===== config.mk =====
export PLATFORM = sky130hd
export DESIGN_NAME = mul_seq_nbit
export DESIGN_NICKNAME = d
export VERILOG_FILES = /design/src/rtl/mul_pkg.sv /design/src/rtl/adder_nbit.sv /design/src/rtl/mul_seq_nbit.sv
export SDC_FILE = /design/constraint.sdc
export NUM_CORES = 1
export LEC_CHECK = 0
export ABC_CLOCK_PERIOD_IN_PS = 3800
export BUFFER_PORTS_ARGS = -buffer_cell sky130_fd_sc_hd__buf_2
export CORE_MARGIN = 2
export CORE_UTILIZATION = 54
export DETAILED_ROUTE_END_ITERATION = 12
export PLACE_DENSITY = 0.89
export SLEW_MARGIN = 10
export SYNTH_ARGS = -nofsm -noshare
export SYNTH_HDL_FRONTEND = slang
export SYNTH_HIERARCHICAL = 1
export SYNTH_SLANG_ARGS = --single-unit

===== constraint.sdc =====
create_clock -name clk -period 3.8 [get_ports clk]
set_clock_uncertainty 0.05 [all_clocks]
set_input_delay 0.76 -clock clk [delete_from_list [all_inputs] [get_ports clk]]
set_output_delay 0.76 -clock clk [all_outputs]
set_load 0.005 [all_outputs]

===== src/rtl/mul_pkg.sv =====
// mul_pkg: shared state encoding and counter sizing for the sequential multiplier
package mul_pkg;
  typedef enum logic [1:0] {IDLE, BUSY, DONE} state_t;
  // A package-level localparam cannot see a module's WIDTH, so counter sizing is a function of it
  function automatic int cnt_w(input int w);
    return $clog2(w);
  endfunction
endpackage


===== src/rtl/adder_nbit.sv =====
// adder_nbit: plain WIDTH-bit adder used for the partial-product accumulate
module adder_nbit #(
  parameter int WIDTH = 8
) (
  input  logic [WIDTH-1:0] i_a,
  input  logic [WIDTH-1:0] i_b,
  output logic [WIDTH-1:0] o_sum
);
  assign o_sum = i_a + i_b;
endmodule


===== src/rtl/mul_seq_nbit.sv =====
// mul_seq_nbit: iterative shift-add multiplier, signed/unsigned, full 2W-bit product
module mul_seq_nbit
  import mul_pkg::*;
#(
  parameter int WIDTH = 32
) (
  input  logic               clk,
  input  logic               rst,
  input  logic               in_valid,
  output logic               in_ready,
  input  logic               in_signed,
  input  logic [WIDTH-1:0]   A,
  input  logic [WIDTH-1:0]   B,
  output logic               out_valid,
  input  logic               out_ready,
  output logic [2*WIDTH-1:0] P
);
  localparam int CNT_W = cnt_w(WIDTH);
  state_t               r_state, w_next;
  logic [CNT_W-1:0]     r_cnt;
  logic                 r_neg;
  logic [WIDTH-1:0]     r_mcand, r_mplier, w_abs_a, w_abs_b;
  logic [WIDTH:0]       r_acc, w_addend, w_sum;
  logic [2*WIDTH-1:0]   r_p, w_prod;
  logic                 w_accept, w_last;
  assign w_accept  = in_valid && r_state == IDLE;
  assign w_last    = r_state == BUSY && r_cnt == CNT_W'(WIDTH - 1);
  assign w_abs_a   = (in_signed && A[WIDTH-1]) ? -A : A;
  assign w_abs_b   = (in_signed && B[WIDTH-1]) ? -B : B;
  assign w_addend  = r_mplier[0] ? {1'b0, r_mcand} : '0;
  assign w_prod    = {w_sum, r_mplier[WIDTH-1:1]};
  assign in_ready  = r_state == IDLE;
  assign out_valid = r_state == DONE;
  assign P         = r_p;
  adder_nbit #(.WIDTH(WIDTH + 1)) u_add (
    .i_a   (r_acc),
    .i_b   (w_addend),
    .o_sum (w_sum)
  );
  // state register
  always_ff @(posedge clk) begin
    if (rst) r_state <= IDLE;
    else     r_state <= w_next;
  end
  // next state: accept from IDLE, finish on the last iteration, release on handshake
  always_comb begin
    w_next = r_state;
    if (w_accept) w_next = BUSY;
    if (w_last) w_next = DONE;
    if (r_state == DONE && out_ready) w_next = IDLE;
  end
  // datapath: latch magnitudes on accept, then add-and-shift {carry, acc, multiplier} each BUSY cycle
  always_ff @(posedge clk) begin
    if (rst) begin
      r_cnt    <= '0;
      r_acc    <= '0;
      r_neg    <= 1'b0;
      r_mcand  <= '0;
      r_mplier <= '0;
      r_p      <= '0;
    end else if (w_accept) begin
      r_neg    <= in_signed & (A[WIDTH-1] ^ B[WIDTH-1]);
      r_mcand  <= w_abs_a;
      r_mplier <= w_abs_b;
      r_acc    <= '0;
      r_cnt    <= '0;
    end else if (r_state == BUSY) begin
      r_acc    <= {1'b0, w_sum[WIDTH:1]};
      r_mplier <= {w_sum[0], r_mplier[WIDTH-1:1]};
      r_cnt    <= r_cnt + 1'b1;
      if (w_last) r_p <= r_neg ? ~w_prod + 1'b1 : w_prod;
    end
  end
endmodule


==> metrics, run 1 <==
cell-by-cell listing of the critical path=and2_4 > ha_4 > fa_2 > a211o_1 > a211oi_2 > nor3_2 > o21ai_2 > buf_4 > a211oi_2 > xnor2_1 > nor4_2 > buf_4 > nand3_1 > buf_4 > buf_6 > nor4_4 > mux2i_1 > o22ai_1; Synth cell types=between 70 and 80; setup slack after layout=-0.2932 ns; Die W=146.2 um; number of synthesized flops with an enable pin=0; Diodes inserted=0; startpoint of the lowest-slack hold path=r_acc[26]; Hold-fix buffers, CTS=0; per-instance average area after synthesis=7.792 um^2; reg-to-reg slack, setup=-0.29 ns; number of CTS-inserted buffers=17; Routed wire per std cell=around 19 um; first drt pass iteration count=6; Global Route Usage Sum=around a third; vias after detailed routing=between 10000 and 15000; H-tree depth=4; Worst-path clk slew=0.07 ns; Worst IR Drop VDD=roughly 280 uV; net count of the finished layout=1725; number of global-route vias before repair=between 10000 and 15000; Hold Vio Cnt, Final=0; remaining global-route overflow=0; cell-internal power=around 3 mW; final RePlAce weighted congestion=between 0.9 and 1; total number of cells along the worst setup path=18; maximum fanout count along the critical path=7; post-route non-filler standard cell count=around 1900; post-route antenna net violation count=0; number of endpoints failing setup at the final stage=13; half-perimeter wire length of the detailed placement result=around 25000 um; Netlist Area Pre-Place=approximately 11000 um^2; initial antenna violation count=0; Sw Share=a little under a third; maximum number of pins on one net before global-route repair=between 70 and 80; worst relative slew slack=between 2 and 2.5%; number of instances in the placed design=about 1800; number of buffers and inverters on the critical path=4; number of flip-flops and latches in the synthesized netlist=168; r2r worst-path depth=18; critical path capture point=P[62]; sum of negative setup slack=-1.738 ns; Crit Path Category=flop to flop; shortest clock period the worst path allows after layout=between 4 and 5 ns; Port Buffers=134; maximum clock path buffer count=2; Tightest Pin Transition=1.463 ns; Slowest cell on crit path=dfxtp_4; global-route met3 utilization=5.781%; most area-consuming cells after synthesis=dfxtp_1, xor2_1, nand2_1; worst slack, placed=-0.4734 ns; fraction of synthesis flops using an asynchronous set or reset pin=0%; Slew Viols, Final=0; crit-path leading delay family=compound AO/OA/AOI/OAI gates; global-route wire length before repair=56570 um; FMAX=approximately 240 MHz; endpoint of the worst register-to-register path=P[62]; Non-Filler Cell Area, Final=~14000 um^2; total number of clock tree sinks=approximately 170; max-cap check violation count=0; DIE HEIGHT=between 100 and 150 um; critical path data arrival time=about 4.4 ns; kind of end point of the critical path=flop; total design power=between 4 and 5 mW; Clk pwr share=39.0%; core area=between 20000 and 25000 um^2; failing checks=setup timing; Global Route met2 Usage=between 50% and 60%; fill cell instance count of the final layout=roughly 1400; Area growth, synth to finish=28.92%; sequential share of the synthesized area=about 30%; die outline area=around 21000 um^2; most repeated cell in the gate-level netlist after synthesis=nand2_1; P_sw=1.401 mW; layer with the highest usage=met2; routed via count divided by cell count=between 6 and 7; power density over the cells=approximately 320 nW/um^2; Clock Tree Root=clkbuf_16; number of cell rows=52; final worst-path cycle share=107.7%; launch point of the critical path=r_mplier[0]; fraction of synthesized cell area taken by the top area cell type=between 30% and 40%; Cells after Synth=around 1400; cell type with the largest total area after synthesis=dfxtp_1; Hold WC Path Type=flop to flop; combinational share of power=between 10% and 20%; run status=finished, violations left; Critical Path Max Stage Delay=0.39 ns; share of power burned in registers=between 40% and 50%; Crit path required time=around 4.1 ns; predominant post-synthesis flop cell=dfxtp_1; share of layout cells above drive strength 1=a little over a quarter; RSZ-0062 raised after global routing=yes; number of warning messages in the yosys log=6; Placed Instance Area=roughly 13000 um^2; initial DRC count=1471; met1 routing resource usage after global routing=roughly 44%; Starting Density=54.48%; R2R Path Start=r_mplier[0]; kind of start point of the critical path=flop; detailed-route wire length=approximately 36000 um; remaining routing DRC violations=0; CTS tree=yes; top-level port count=~140; commonest cells in the netlist=nand2_1, dfxtp_1, nor2_1; Clk Latency, worst-skew pair=0.44 ns; cell occurring most often along the worst timing path=buf_4; static leakage=about 5.6 nW
## routing by layer
layer | part of all wire (%) | up-vias
li1 | - | 5511
met1 | 41 | 5602
met2 | 45 | 738
met3 | 10 | 124
met4 | 3.5 | 0
met5 | 0 | -
## placed cells by master, fill, tap and decap left out, drive strengths merged, types with 33 or more instances in the layout
| master | count |
|---|---|
| o31ai | 33 |
| xnor2 | 48 |
| xor2 | 90 |
| buf | 292 |
| nand2 | 172 |
| and2 | 38 |
| nor2 | 152 |
| nor3 | 36 |
| dfxtp | 168 |
| a211oi | 81 |
| ha | 37 |
| a21oi | 108 |
| o21ai | 60 |
## worst min-delay path by stage
stage | endpoint | slack [ns] | depth (start not counted)
after floorplan | r_mcand[0] | 0.38 | 2
after global placement | P[21] | 0.38 | 2
after detailed placement | P[23] | 0.40 | 2
after CTS | r_mcand[0] | 0.42 | 2
after global routing | r_acc[30] | 0.44 | 2
final | r_acc[26] | 0.42 | 2
## worst reg2reg max path, cell delays in order, from the launching register on
cell	delay (ns)
dfxtp_4	0.39
and2_4	0.18
ha_4	0.16
fa_2	0.35
a211o_1	0.31
a211oi_2	0.34
nor3_2	0.12
o21ai_2	0.21
buf_4	0.15
a211oi_2	0.06
xnor2_1	0.16
nor4_2	0.32
buf_4	0.17
nand3_1	0.09
buf_4	0.16
buf_6	0.12
nor4_4	0.26
mux2i_1	0.25
o22ai_1	0.10
## layout make-up
| class | instances | area (um^2) | area share (%) |
|---|---|---|---|
| clock inverters | 14 | 161.4 | 1.147 |
| well taps | 270 | 337.8 | 2.400 |
| flip-flops and latches | 168 | 3368 | 23.93 |
| inverters | 18 | 67.56 | 0.4801 |
| clock buffers | 18 | 429.2 | 3.049 |
| repair buffers | 292 | 1918 | 13.63 |
| multi-input cells | 1121 | 7791 | 55.36 |
## kinds of logic (layout without fill, tap and decap cells)
family	after synthesis	in the layout	share of synthesized area, %
AND/OR/NAND/NOR	531	531	23.48
buffers and inverters	113	342	4.252
adder cells (fa/ha/maj)	38	38	4.424
flip-flops	168	168	30.81
XOR/XNOR	138	138	11.07
AO/OA/AOI/OAI	392	392	24.07
other	1	2	0.03435
multiplexers	20	20	1.857
## state kept, by name, summed over array words and instances (netlist names)
signal    cells
P            64
r_acc        32
r_cnt         5
r_mcand      32
r_mplier     32
r_neg         1
r_state       2
## stage by stage
step / util, % / hold WS, ns
detailed placement: 62.94 / 0.4006
floorplan: - / 0.3817
global placement: 62.94 / 0.3830
finish: 70.23 / 0.4196
global route: 70.23 / 0.4426
CTS: 68.64 / 0.4162
## power groups by stage
stage,combinational (mW),clock (mW),sequential [mW]
finish,0.815,1.75,1.92
global route,0.877,1.83,1.93
CTS,0.754,1.74,1.91
detailed placement,0.704,0,1.95
global placement,0.680,0,1.95
floorplan,0.490,0,1.90
## repair_timing
item                       in CTS  in global routing
resized for setup              72                 47
setup endpoints to repair      17                 22
cloned                          1                  0
pin swaps                      26                 19
setup buffers                  14                  9
Power figures use the tool's default switching activity.
==> run 2, diff against run 1 <==
RECOVER_POWER = 25   (was unset)
==> run 2 against run 1 <==
Net effect:
- the run still ends with setup timing left
- largest power group unchanged
- critical path depth is the same
- power barely moved
- largest cell class unchanged
- setup slack got worse by 0.00073 ns
- via count fell by 0.28%
==> metrics, run 2 (synthesis gave the netlist of run 1 again) <==
Slowest cell on crit path=dfxtp_4; run status=finished, violations left; crit-path leading delay family=compound AO/OA/AOI/OAI gates; leading cell type in the layout, fill and taps excluded=nand2_1; FMAX=244.3 MHz (about the same); vias after detailed routing=11940 (-0.28%); maximum fanout count along the critical path=7 (unchanged); reg-to-reg slack, setup=-0.29 ns (about the same); DIE HEIGHT=146.2 um (unchanged); first drt pass iteration count=6 (unchanged); remaining routing DRC violations=0 (unchanged); top library cells by usage in the layout, fill and taps aside=nand2_1, dfxtp_1, buf_4; total design power=4.493 mW (about the same); global-route wire length before repair=56570 um (unchanged); Starting Density=54.48% (unchanged); Routed wire per std cell=19.17 um (unchanged); number of global-route vias before repair=10880 (unchanged); Clock Tree Root=clkbuf_16; number of endpoints failing setup at the final stage=12 (-1); remaining global-route overflow=0 (unchanged); max FFs per register=64 (unchanged); CTS tree=yes; initial antenna violation count=0 (unchanged); Hold WC Path Type=flop to flop; static leakage=5.460 nW (-1.7%); detailed-route wire length=36440 um (unchanged); final RePlAce weighted congestion=0.9772 (unchanged); number of instances in the placed design=1846 (unchanged); RSZ-0062 raised after global routing=yes; worst relative slew slack=3.449% (+0.99 points); net count of the finished layout=1725 (unchanged); fill cell instance count of the final layout=1462 (+1.0%); post-route non-filler standard cell count=1901 (unchanged); maximum clock path buffer count=2 (unchanged); Area growth, synth to finish=28.68%; setup slack after layout=-0.2940 ns (-0.0007260 ns); failing checks=setup timing; Port Buffers=134 (unchanged); top-level port count=135 (unchanged); maximum number of pins on one net before global-route repair=79 (unchanged); kind of start point of the critical path=flop; H-tree depth=4 (unchanged); kind of end point of the critical path=flop; critical path data arrival time=4.35 ns (about the same); Hold Vio Cnt, Final=0 (unchanged); worst slack, placed=-0.4734 ns (unchanged); Diodes inserted=0 (unchanged); hold slack final=0.4197 ns (+0.0001380 ns); core area=20040 um^2 (unchanged); Die W=146.2 um (unchanged); Global Route Usage Sum=32.26% (unchanged); total number of clock tree sinks=168 (unchanged); Crit path required time=4.05 ns (about the same); shortest clock period the worst path allows after layout=4.094 ns (+0.0007260 ns); Tightest Pin Transition=1.448 ns (-0.01485 ns); routed via count divided by cell count=6.281 (-0.28%); Critical Path Max Stage Delay=0.39 ns (about the same); Crit Path Category=flop to flop; die outline area=21370 um^2 (unchanged); cell occurring most often along the worst timing path=buf_4; initial DRC count=1371 (-6.8%); Worst IR Drop VDD=283.6 uV (about the same); Clk Latency, worst-skew pair=0.44 ns (about the same); number of CTS-inserted buffers=17 (unchanged); Hold-fix buffers, CTS=0 (unchanged); Slew Viols, Final=0 (unchanged); number of cell rows=52 (unchanged); cell-by-cell listing of the critical path=and2_4 > ha_4 > fa_2 > a211o_1 > a211oi_2 > nor3_2 > o21ai_2 > buf_4 > a211oi_2 > xnor2_1 > nor4_2 > buf_4 > nand3_1 > buf_4 > buf_6 > nor4_4 > mux2i_1 > o22ai_1; max-cap check violation count=0 (unchanged); Worst-path clk slew=0.07 ns (about the same); power density over the cells=319.8 nW/um^2 (+0.26%); share of layout cells above drive strength 1=26.12% (-1.3 points); number of buffers and inverters on the critical path=4 (unchanged); post-route antenna net violation count=0 (unchanged); final worst-path cycle share=107.7% (about the same); half-perimeter wire length of the detailed placement result=25150 um (unchanged)
==> run 2: per-layer routing <==
layer	track usage (%)	up-vias	wire length (um)	share of wire (%)
li1	-	5511	-	-
met1	44.10	5627	15250	42
met2	50.90	695	16530	45
met3	5.781	108	3498	9.6
met4	12.43	0	1160	3.2
met5	0	-	0	0
==> run 2: worst min-delay path, stage by stage, from the launching register on <==
cell,delay [ns]
dfxtp_1,0.32
nand2_1,0.05
a21oi_1,0.05
==> run 2: metrics by stage <==
step / utilization, % / cell area, um^2 / setup TNS [ns]
3_3_place_gp: 62.94 / 12610 / -1.654
6_report: 70.10 / 14050 / -1.610
2_1_floorplan: - / 10960 / 0
4_1_cts: 68.64 / 13750 / -0.4298
5_1_grt: 70.10 / 14050 / -3.867
3_5_place_dp: 62.94 / 12610 / -3.360
==> run 2: area by class of cell <==
type	instances	area (um^2)	share of cell area [%]
clock buffers	18	429.2	3.055
flip-flops and latches	168	3368	23.98
repair buffers	292	1892	13.47
multi-input cells	1121	7791	55.46
clock inverters	14	161.4	1.149
well taps	270	337.8	2.405
inverters	18	67.56	0.4810
==> run 2: worst paths after layout <==
kind | startpoint | endpoint | depth (start not counted)
worst max register to register | r_mplier[0] | P[62] | 18
worst max-delay path | r_mplier[0] | P[62] | 18
worst min-delay path | r_acc[26] | r_acc[26] | 2
worst min register to register | r_acc[26] | r_acc[26] | 2
==> run 2: report_power, final <==
group	internal [mW]	switching (mW)	total (mW)
Sequential	1.82	0.100	1.92
Combinational	0.327	0.488	0.815
Clock	0.938	0.816	1.75
Total	3.09	1.40	4.49
==> run 2: what timing repair did <==
action	in CTS	in global routing
pin swaps	26	19
endpoints found under the setup margin	17	22
cloned	1	0
buffers inserted	14	9
resized for setup	72	47
